### config.mk
export PLATFORM = sky130hd
export DESIGN_NAME = sq_commit_sched
export DESIGN_NICKNAME = d
export VERILOG_FILES = /design/src/rtl/sq_commit_sched_pkg.sv /design/src/rtl/sq_commit_sched_wb_fifo.sv /design/src/rtl/sq_commit_sched.sv
export SDC_FILE = /design/constraint.sdc
export NUM_CORES = 1
export LEC_CHECK = 0
export ABC_AREA = 1
export CAP_MARGIN = 15
export CORE_MARGIN = 3
export CORE_UTILIZATION = 25
export CTS_BUF_LIST = sky130_fd_sc_hd__clkbuf_16
export DETAILED_ROUTE_END_ITERATION = 10
export REMOVE_ABC_BUFFERS = 1
export SLEW_MARGIN = 5
export SYNTH_ARGS = -nofsm -noshare
export SYNTH_HDL_FRONTEND = slang
export SYNTH_SLANG_ARGS = --single-unit
### constraint.sdc
create_clock -name i_clock -period 9.4 [get_ports i_clock]
set_clock_uncertainty 0.1 [all_clocks]
set_input_delay 1.88 -clock i_clock [delete_from_list [all_inputs] [get_ports i_clock]]
set_output_delay 1.88 -clock i_clock [all_outputs]
set_load 0.05 [all_outputs]
### src/rtl/sq_commit_sched_pkg.sv
// ============================================================================
// Module      : sq_commit_sched_pkg
// Description : Shared types for the committed-store write buffer scheduler.
// Revision    : 1.0 - initial release
// ============================================================================
`default_nettype none

`ifndef LSQ
`define LSQ
`endif

package sq_commit_sched_pkg;

    localparam int c_NUM_LANES = 3;

    typedef struct packed {
        logic        ready;
        logic [31:0] addr;
        logic [3:0]  usebytes;
        logic [31:0] data;
    } SQ_ENTRY_PACKET;

    typedef struct packed {
        logic [31:0] addr;
        logic [31:0] data;
        logic [3:0]  usebytes;
    } WB_ENTRY;

    typedef enum logic [1:0] {
        CMD_IDLE  = 2'd0,
        CMD_LOAD  = 2'd1,
        CMD_STORE = 2'd2
    } dc_cmd_e;

    function automatic WB_ENTRY to_wb_entry(input SQ_ENTRY_PACKET s);
        WB_ENTRY w;
        w.addr     = s.addr;
        w.data     = s.data;
        w.usebytes = s.usebytes;
        return w;
    endfunction

endpackage

`default_nettype wire

### src/rtl/sq_commit_sched_wb_fifo.sv
// ============================================================================
// Module      : sq_commit_sched_wb_fifo
// Description : 3-in/1-out circular buffer of committed stores.
// Revision    : 1.0 - initial release
// ============================================================================
`default_nettype none

module sq_commit_sched_wb_fifo
    import sq_commit_sched_pkg::*;
#(
    parameter int WB_DEPTH = 4
) (
    input  logic                       i_clock,
    input  logic                       i_reset,
    input  logic [1:0]                 i_enq_cnt,
    input  WB_ENTRY [2:0]              i_enq_data,
    input  logic                       i_deq,
    output logic [$clog2(WB_DEPTH):0]  o_count,
    output WB_ENTRY                    o_head
);

    localparam int PW = $clog2(WB_DEPTH);
    localparam int CW = PW + 1;

    WB_ENTRY         r_mem [WB_DEPTH];
    logic [PW-1:0]   r_head;
    logic [PW-1:0]   r_tail;
    logic [CW-1:0]   r_count;

    always_ff @(posedge i_clock) begin
        if (!i_reset) begin
            r_head  <= '0;
            r_tail  <= '0;
            r_count <= '0;
        end else begin
            r_tail  <= r_tail + PW'(i_enq_cnt);
            if (i_deq)
                r_head <= r_head + PW'(1);
            r_count <= r_count + CW'(i_enq_cnt) - CW'(i_deq);
        end
    end

    // Lane i lands at tail+i; pointer arithmetic wraps naturally at PW bits.
    always_ff @(posedge i_clock) begin
        for (int i = 0; i < c_NUM_LANES; i++) begin
            if (i_reset && (2'(i) < i_enq_cnt))
                r_mem[r_tail + PW'(i)] <= i_enq_data[i];
        end
    end

    assign o_count = r_count;
    assign o_head  = r_mem[r_head];

endmodule

`default_nettype wire

### src/rtl/sq_commit_sched.sv
// ============================================================================
// Module      : sq_commit_sched
// Description : Commits retiring stores into a write buffer and arbitrates the
//               single D-cache port between loads and buffered stores.
// Revision    : 1.0 - initial release
// ============================================================================
`default_nettype none

module sq_commit_sched
    import sq_commit_sched_pkg::*;
#(
    parameter int WB_DEPTH     = 4,
    parameter int DRAIN_THRESH = 3,
    parameter int STARVE_MAX   = 7
) (
    input  logic                       i_clock,
    input  logic                       i_reset,
    input  logic [2:0]                 i_rob_st_retire,
    input  SQ_ENTRY_PACKET [2:0]       i_sq_head_entries,
    output logic [2:0]                 o_retire,
    output logic [2:0]                 o_retire_stall,
    input  logic                       i_ld_req,
    input  logic [31:0]                i_ld_addr,
    output logic                       o_ld_gnt,
    output logic                       o_dc_valid,
    output logic                       o_dc_wr,
    output logic [31:0]                o_dc_addr,
    output logic [31:0]                o_dc_data,
    output logic [3:0]                 o_dc_usebytes,
    input  logic                       i_dc_ready,
    output logic [$clog2(WB_DEPTH):0]  o_wb_count,
    output logic                       o_wb_empty
);

    localparam int CW = $clog2(WB_DEPTH) + 1;
    localparam int SW = $clog2(STARVE_MAX + 1);
    localparam logic [CW-1:0] c_DRAIN_THRESH = CW'(DRAIN_THRESH);
    localparam logic [SW-1:0] c_STARVE_MAX   = SW'(STARVE_MAX);
    localparam logic [CW:0]   c_DEPTH        = (CW+1)'(WB_DEPTH);

    logic [CW-1:0]  w_count;
    WB_ENTRY        w_head;
    WB_ENTRY [2:0]  w_enq_data;
    logic [SW-1:0]  r_starve;
    dc_cmd_e        w_cmd;
    logic           w_store_pri;
    logic           w_deq;
    logic [CW:0]    w_free;
    logic [1:0]     w_avail;
    logic [1:0]     w_k;

    always_comb begin
        w_store_pri = (w_count >= c_DRAIN_THRESH) | (r_starve == c_STARVE_MAX) | ~i_ld_req;
        w_cmd       = CMD_IDLE;
        if (!i_reset)
            w_cmd = CMD_IDLE;
        else if ((w_count != '0) && w_store_pri)
            w_cmd = CMD_STORE;
        else if (i_ld_req)
            w_cmd = CMD_LOAD;
    end

    assign w_deq = (w_cmd == CMD_STORE) & i_dc_ready;

    always_comb begin
        o_dc_valid    = (w_cmd != CMD_IDLE);
        o_dc_wr       = (w_cmd == CMD_STORE);
        o_ld_gnt      = (w_cmd == CMD_LOAD) & i_dc_ready;
        o_dc_addr     = '0;
        o_dc_data     = '0;
        o_dc_usebytes = '0;
        if (w_cmd == CMD_STORE) begin
            o_dc_addr     = w_head.addr;
            o_dc_data     = w_head.data;
            o_dc_usebytes = w_head.usebytes;
        end else if (w_cmd == CMD_LOAD) begin
            o_dc_addr     = i_ld_addr;
        end
    end

    // A slot freed by this cycle's dequeue is reusable by this cycle's enqueue.
    assign w_free = c_DEPTH - {1'b0, w_count} + {{CW{1'b0}}, w_deq};

    always_comb begin
        w_avail = 2'd0;
        if (i_rob_st_retire[0] && i_sq_head_entries[0].ready) begin
            w_avail = 2'd1;
            if (i_rob_st_retire[1] && i_sq_head_entries[1].ready) begin
                w_avail = 2'd2;
                if (i_rob_st_retire[2] && i_sq_head_entries[2].ready)
                    w_avail = 2'd3;
            end
        end
        w_k = 2'd0;
        if (i_reset)
            w_k = ({{(CW-1){1'b0}}, w_avail} > w_free) ? w_free[1:0] : w_avail;
    end

    always_comb begin
        o_retire = 3'b000;
        case (w_k)
            2'd1:    o_retire = 3'b001;
            2'd2:    o_retire = 3'b011;
            2'd3:    o_retire = 3'b111;
            default: o_retire = 3'b000;
        endcase
        o_retire_stall = i_rob_st_retire & ~o_retire;
        for (int i = 0; i < c_NUM_LANES; i++)
            w_enq_data[i] = to_wb_entry(i_sq_head_entries[i]);
    end

    always_ff @(posedge i_clock) begin
        if (!i_reset)
            r_starve <= '0;
        else if (w_deq)
            r_starve <= '0;
        else if ((w_count != '0) && (r_starve != c_STARVE_MAX))
            r_starve <= r_starve + SW'(1);
    end

    sq_commit_sched_wb_fifo #(
        .WB_DEPTH   (WB_DEPTH)
    ) u_wb_fifo (
        .i_clock    (i_clock),
        .i_reset    (i_reset),
        .i_enq_cnt  (w_k),
        .i_enq_data (w_enq_data),
        .i_deq      (w_deq),
        .o_count    (w_count),
        .o_head     (w_head)
    );

    assign o_wb_count = w_count;
    assign o_wb_empty = (w_count == '0);

endmodule

`default_nettype wire

# Word-level counts from Yosys, hierarchy flattened
# Memories as Yosys holds them, arrays and structs flattened. A register that Yosys moved wholly into a read port is not among the register bits.
# Cells that the tools add are included.
[classes]
addsub = 9
n_lt_le_gt_ge = 5
eq_ne = 7
n_mux = 21
bitwise_logic = 8
reduce_logical = 12
[ops]
columns = ["cell", "n"]
rows = [
  ["two-way mux 32 bit", 3],
  ["two-way mux 2 bit", 8],
  ["one-hot mux 3 bit (3 select lines)", 1],
  ["logical AND 1 bit", 8],
  ["two-way mux 1 bit", 8],
  ["== test 2 bit (second input constant)", 3],
  ["adder 2 x 1 -> 2 bit (second input constant)", 2],
  ["adder 4 x 1 -> 4 bit", 1],
  ["== test 2 x 1 -> 1 bit (second input constant)", 2],
  ["greater-than comparator 2 x 4 -> 1 bit", 1],
  ["less-than comparator 1 x 2 -> 1 bit (first input constant)", 2],
  ["two-way mux 4 bit", 1],
  ["subtractor 3 x 3 -> 4 bit (first input constant)", 1],
  ["adder 3 x 1 -> 3 bit (second input constant)", 1],
  ["adder 3 x 2 -> 3 bit", 1],
  ["bitwise AND 3 bit", 1],
  ["== test 3 bit (second input constant)", 1],
  [">= comparator 3 x 2 -> 1 bit (second input constant)", 1],
  ["zero test 3 bit", 1],
  ["!= test 3 bit (second input constant)", 1],
  ["NOT 3 bit", 1],
  ["nonzero test 3 bit", 1],
  ["subtractor 3 x 1 -> 3 bit", 1],
  ["adder 2 bit", 1],
  ["7 further kinds", 10],
]
[totals]
ff_bits = 10
ram_bits = 272
in_bits = 246
output_inout_bits = 81
wordCells = 67
memories = 1
[mem_list]
columns = ["memory", "depth", "word_bits", "rd", "rd_ports_with_merged_regs", "wr", "line_no", "text"]
rows = [
  ["u_wb_fifo.r_mem", 4, 68, 1, 1, 3, "sq_commit_sched_wb_fifo.sv:25", "WB_ENTRY r_mem [WB_DEPTH];"],
]

# Logic depth before layout (Yosys ltp)
[logic_depth]
word_depth = 16
ltp_mapped = 25
depth_no_buf = 25

# Modules after synthesis
# From an unflattened synthesis, not the netlist that was laid out.
[hier_totals]
cells_unflattened = 2621
area_unflattened_um2 = 18864.3
[by_module_without_submodules]
columns = ["mod", "n_inst", "cells_per_inst", "area_each_um2", "seq_area_each_um2"]
rows = [
  ["sq_commit_sched_wb_fifo", 1, 2369, 17305.3, 8348.0],
  ["sq_commit_sched", 1, 252, 1559.0, 60.1],
]

# Worst setup path after synthesis
# OpenSTA, ideal clock, no wires.
[synth_timing]
path_kind = "input to output"
startpoint = "in i_reset"
endpoint = "out o_retire_stall[0]"
t_arrival_ps = 5265
required_ps = 7420
slack_ps = 2155
cell_stages = 18
path_buffers = 2
cell_sequence = "buf_4 -> buf_2 -> nand3_1 -> nor2_1 -> inv_1 -> ha_1 -> inv_1 -> ha_1 -> inv_1 -> ha_1 -> nand2_1 -> a21boi_2 -> nand2_2 -> nand2_2 -> nand2_8 -> nand2_4 -> nand2_1 -> nor2_1"
[synth_between]
elab_chain_len = 11
word_cells_on_any_way = 13
classes_between = "1 x add/sub; 1 x order compare; 4 x eq/ne; 4 x mux; 3 x bitwise"
[synth_lines]
columns = ["element", "line_no", "text"]
rows = [
  ["start: declaration", "sq_commit_sched.sv:17", "input logic i_reset,"],
  ["two-way mux 2 bit *", "sq_commit_sched.sv:55", "if (!i_reset)"],
  ["== test 2 bit *", "sq_commit_sched.sv:63", "assign w_deq = (w_cmd == CMD_STORE) & i_dc_ready;"],
  ["bitwise AND 1 bit *", "sq_commit_sched.sv:63", ""],
  ["named net u_wb_fifo.i_deq", "sq_commit_sched_wb_fifo.sv:17", "input logic i_deq,"],
  ["adder 4 x 1 -> 4 bit *", "sq_commit_sched.sv:82", "assign w_free = c_DEPTH - {1'b0, w_count} + {{CW{1'b0}}, w_deq};"],
  ["greater-than comparator 2 x 4 -> 1 bit", "sq_commit_sched.sv:96", "w_k = ({{(CW-1){1'b0}}, w_avail} > w_free) ? w_free[1:0] : w_avail;"],
  ["two-way mux 2 bit *", "sq_commit_sched.sv:96", ""],
  ["two-way mux 2 bit *", "sq_commit_sched.sv:95", "if (i_reset)"],
  ["== test 2 bit / == test 2 x 1 -> 1 bit (equally long branches)", "sq_commit_sched.sv:101", "case (w_k)"],
  ["one-hot mux 3 bit (3 select lines) *", "sq_commit_sched.sv:101", ""],
  ["named net o_retire[0]", "sq_commit_sched.sv:20", "output logic [2:0] o_retire,"],
  ["NOT 3 bit *", "sq_commit_sched.sv:107", "o_retire_stall = i_rob_st_retire & ~o_retire;"],
  ["bitwise AND 3 bit *", "sq_commit_sched.sv:107", ""],
  ["end: declaration", "sq_commit_sched.sv:21", "output logic [2:0] o_retire_stall,"],
]
# The timed path passes the listed nets; every way through them passes the cells marked *.

==> flow_summary.ini <==
[finish]
fin_util_pct = 31.58
finalNetCount = 3210
fin_area_sq_um = 24540
syn2layout_area_growth_pct = 24.88
final_cells = 4022
final_layout_size_suffix_gt1_share_pct = 4.471

[synth]
synth_top_area_share_pct = 41.56
yosysTopAreaCell = edfxtp_1
syn_area_sq_um = 19660
synth.ff_latch_count = 284
yosysSeqAreaShare_pct = 42.78
yosysUniqueCellTypes = 29
syn_avg_cell_area_sq_um = 7.017
synth_area_leaders = edfxtp_1, nand2_1, nand4_1, nand3_1, o21ai_0
yosys_warnings = 0
synthesis.instances = 2801

[drt]
wl_per_cell_um = 21.79
drc_errors = 0
drtAntennaViolNets = 0
vias = 20860
drt-total-wl_um = 87650
via_per_inst = 5.185
dr.pass1.iters = 6
drtIter0Drc = 2138

[cts]
cts-resized-gates = 0
cts_htree_levels = 2
clockBufferDepth = 3
cts-buffers-inserted = 36
clock_latency_ns = 0.55
cts.sinks = 284
cts_tree = done
clkTransAtPathRegs_ns = 0.06
post-cts-setup-buffers = 0
cts-root-buf = clkbuf_16
hold_buffers = 0

[pwr]
p_sw_share_pct = 41.82
power.density_nw_per_um2 = 193.6
switching_power_mw = 1.988
p_seq_share_pct = 34.2
clock_power_share_pct = 26.9
p_comb_share_pct = 38.9
p_leak_nw = 10.53
p_int_mw = 2.765
ir_worst_vdd_mv = 0.1505

[sta]
fin_ws_ns = 1.467
finalHoldViolCount = 0
layout_min_cycle_time_ns = 7.933
slew_headroom_pct = 26.68
timing.setup.tns_ns = 0
period_share_pct = 84.39
max_clock_freq_ghz = 0.1261
setup_viol = 0
maxSlewViolCount = 0
rsz0062_at_grt = false
worst_pin_slew_ns = 1.100

[worst_setup_path]
cp-end-kind = flip-flop
cpPeakStageDelay_ns = 0.74
worstPathMaxFanout = 90
timing_worst_setup_path_type = input pin to flip-flop
critical_path_arrival_ns = 8.04
path_cells = clkdlybuf4s50_1, nand4_1, nand3_4, nor2_1, inv_1, ha_1, inv_1, ha_1, inv_1, ha_1, nand2_1, a21boi_2, nand2_2, nand2_2, nand2_8, nand3_4, clkinv_2, nand2_4, nand3_4, buf_4
slowest_stage = nand3_4
setup.worst_path.start_class = input pin
cp.required_ns = 9.51

[grt]
antenna_found_initial = 11
grt_overflow = 0
grt_pass1_vias = 20100
grt_max_degree = 106
grt_usage_pct = 20.74
grt_pass1_wl_um = 128700

[min_path]
hold_path.class = flip-flop to flip-flop

[die]
start_util_pct = 25.29
die_x_um = 286.4
dieArea_sq_um = 82020
core_area_sq_um = 77720
die_h_um = 286.4
ioPinCount = 327
num_rows = 102

[place]
place_inst = 3955
post_dp_cell_area_sq_um = 23490
port-buffer-count = 326
hpwl_um = 50310
routabilityCongestion = 0.7963
dpl_worst_slack_ns = 0.8670

[flow_run]
maxCapViolCount = 0

[outcome]
outcome = finished, final reports clean
==> Yosys cell counts <==
library cell  number
nand3_4            6
nand3_1          213
nor2_4             2
buf_1             20
nand2_2            7
ha_1              10
a21oi_1           43
nand2_4            2
clkbuf_1         115
inv_1             56
buf_2             93
nand2_1         1216
inv_2              6
nand2_8            1
nor2_1           221
xnor2_1            2
dfxtp_1           12
o21ai_0          168
a21boi_2           1
clkinv_1           1
o22ai_1           32
edfxtp_1         272
nand4_1          273
buf_6              5
xor2_1             2
fa_1               1
inv_4              1
buf_4             17
or2_2              3
==> placed cells by master (no fill, tap or decap), types with 3 or more instances in the layout <==
master and instances:
o22ai_1 32, inv_1 60, clkdlybuf4s50_1 319, nand2_4 5, nand2_2 4, inv_6 3, o21ai_0 168, nand3_1 207
dfxtp_1 10, nor2_1 219, nand2_1 1216, diode_2 7, ha_1 10, nand4_1 273, or2_2 3, buf_4 41
clkbuf_16 37, buf_12 3, a21oi_1 43, nand3_4 11, edfxtp_1 272, clkinv_1 8, nor2_4 4, clkinv_2 12
==> cell families after synthesis <==
group,after synthesis,share of synthesized area (%)
compound gates,244,6.449
xor+xnor,4,0.1783
fa+ha+maj,11,0.7384
buf+inv,314,7.117
flops,284,42.78
simple gates,1944,42.74
==> sequential cells by signal, indices dropped and copies added, names as in the netlist, named ones only <==
signal             cells
u_wb_fifo.r_tail       2
u_wb_fifo.r_mem      272
r_starve               3
u_wb_fifo.r_head       2
u_wb_fifo.o_count      3
==> metrics by stage <==
step,power (mW),hold WS [ns]
finish,4.752,0.3660
global route,4.973,0.3971
CTS,4.779,0.3692
detailed placement,3.493,0.3595
global placement,3.490,0.3535
floorplan,2.664,0.3430
==> metal layers <==
layer,part of all wire [%],GRT usage (%)
met3,8.5,3.415
met5,0.055,0
met1,40,26.11
met4,3.8,8.611
met2,48,35.21
==> layout make-up <==
cell class | count | area [sq um]
diodes | 7 | 17.52
clock buffers | 37 | 925.9
clock inverters | 23 | 107.6
fillers | 8212 | 53180
inverters | 64 | 255.2
multi-input cells | 2203 | 9946
flip-flops and latches | 284 | 8416
well taps | 1040 | 1301
repair buffers | 364 | 3576
==> worst paths after layout <==
check / startpoint / end / slack [ns] / depth (start not counted)
setup / recovery: i_ld_req / u_wb_fifo.r_mem[3][35] / 1.47 / 20
hold / removal: u_wb_fifo.r_head[0] / flip-flop / 0.37 / 2
setup reg to reg: r_starve[0] / u_wb_fifo.r_mem[3][35] / 2.49 / 22
hold reg to reg: u_wb_fifo.r_head[0] / flip-flop / 0.37 / 2
==> power groups by stage <==
stage / Combinational [mW] / Sequential, mW / Clock [mW]
floorplan: 0.978 / 1.69 / 0
global placement: 1.84 / 1.65 / 0
detailed placement: 1.84 / 1.65 / 0
CTS: 1.85 / 1.63 / 1.31
global route: 1.99 / 1.64 / 1.35
finish: 1.85 / 1.63 / 1.28
==> worst max-delay path, delay by kind of cell <==
kind | cells | cell delay (ns)
buffers and inverters | 6 | 1.97
adder cells (fa/ha/maj) | 3 | 0.81
AND/OR/NAND/NOR | 10 | 2.98
AO/OA/AOI/OAI | 1 | 0.26
Note: power is estimated with default switching activity, not from simulation.
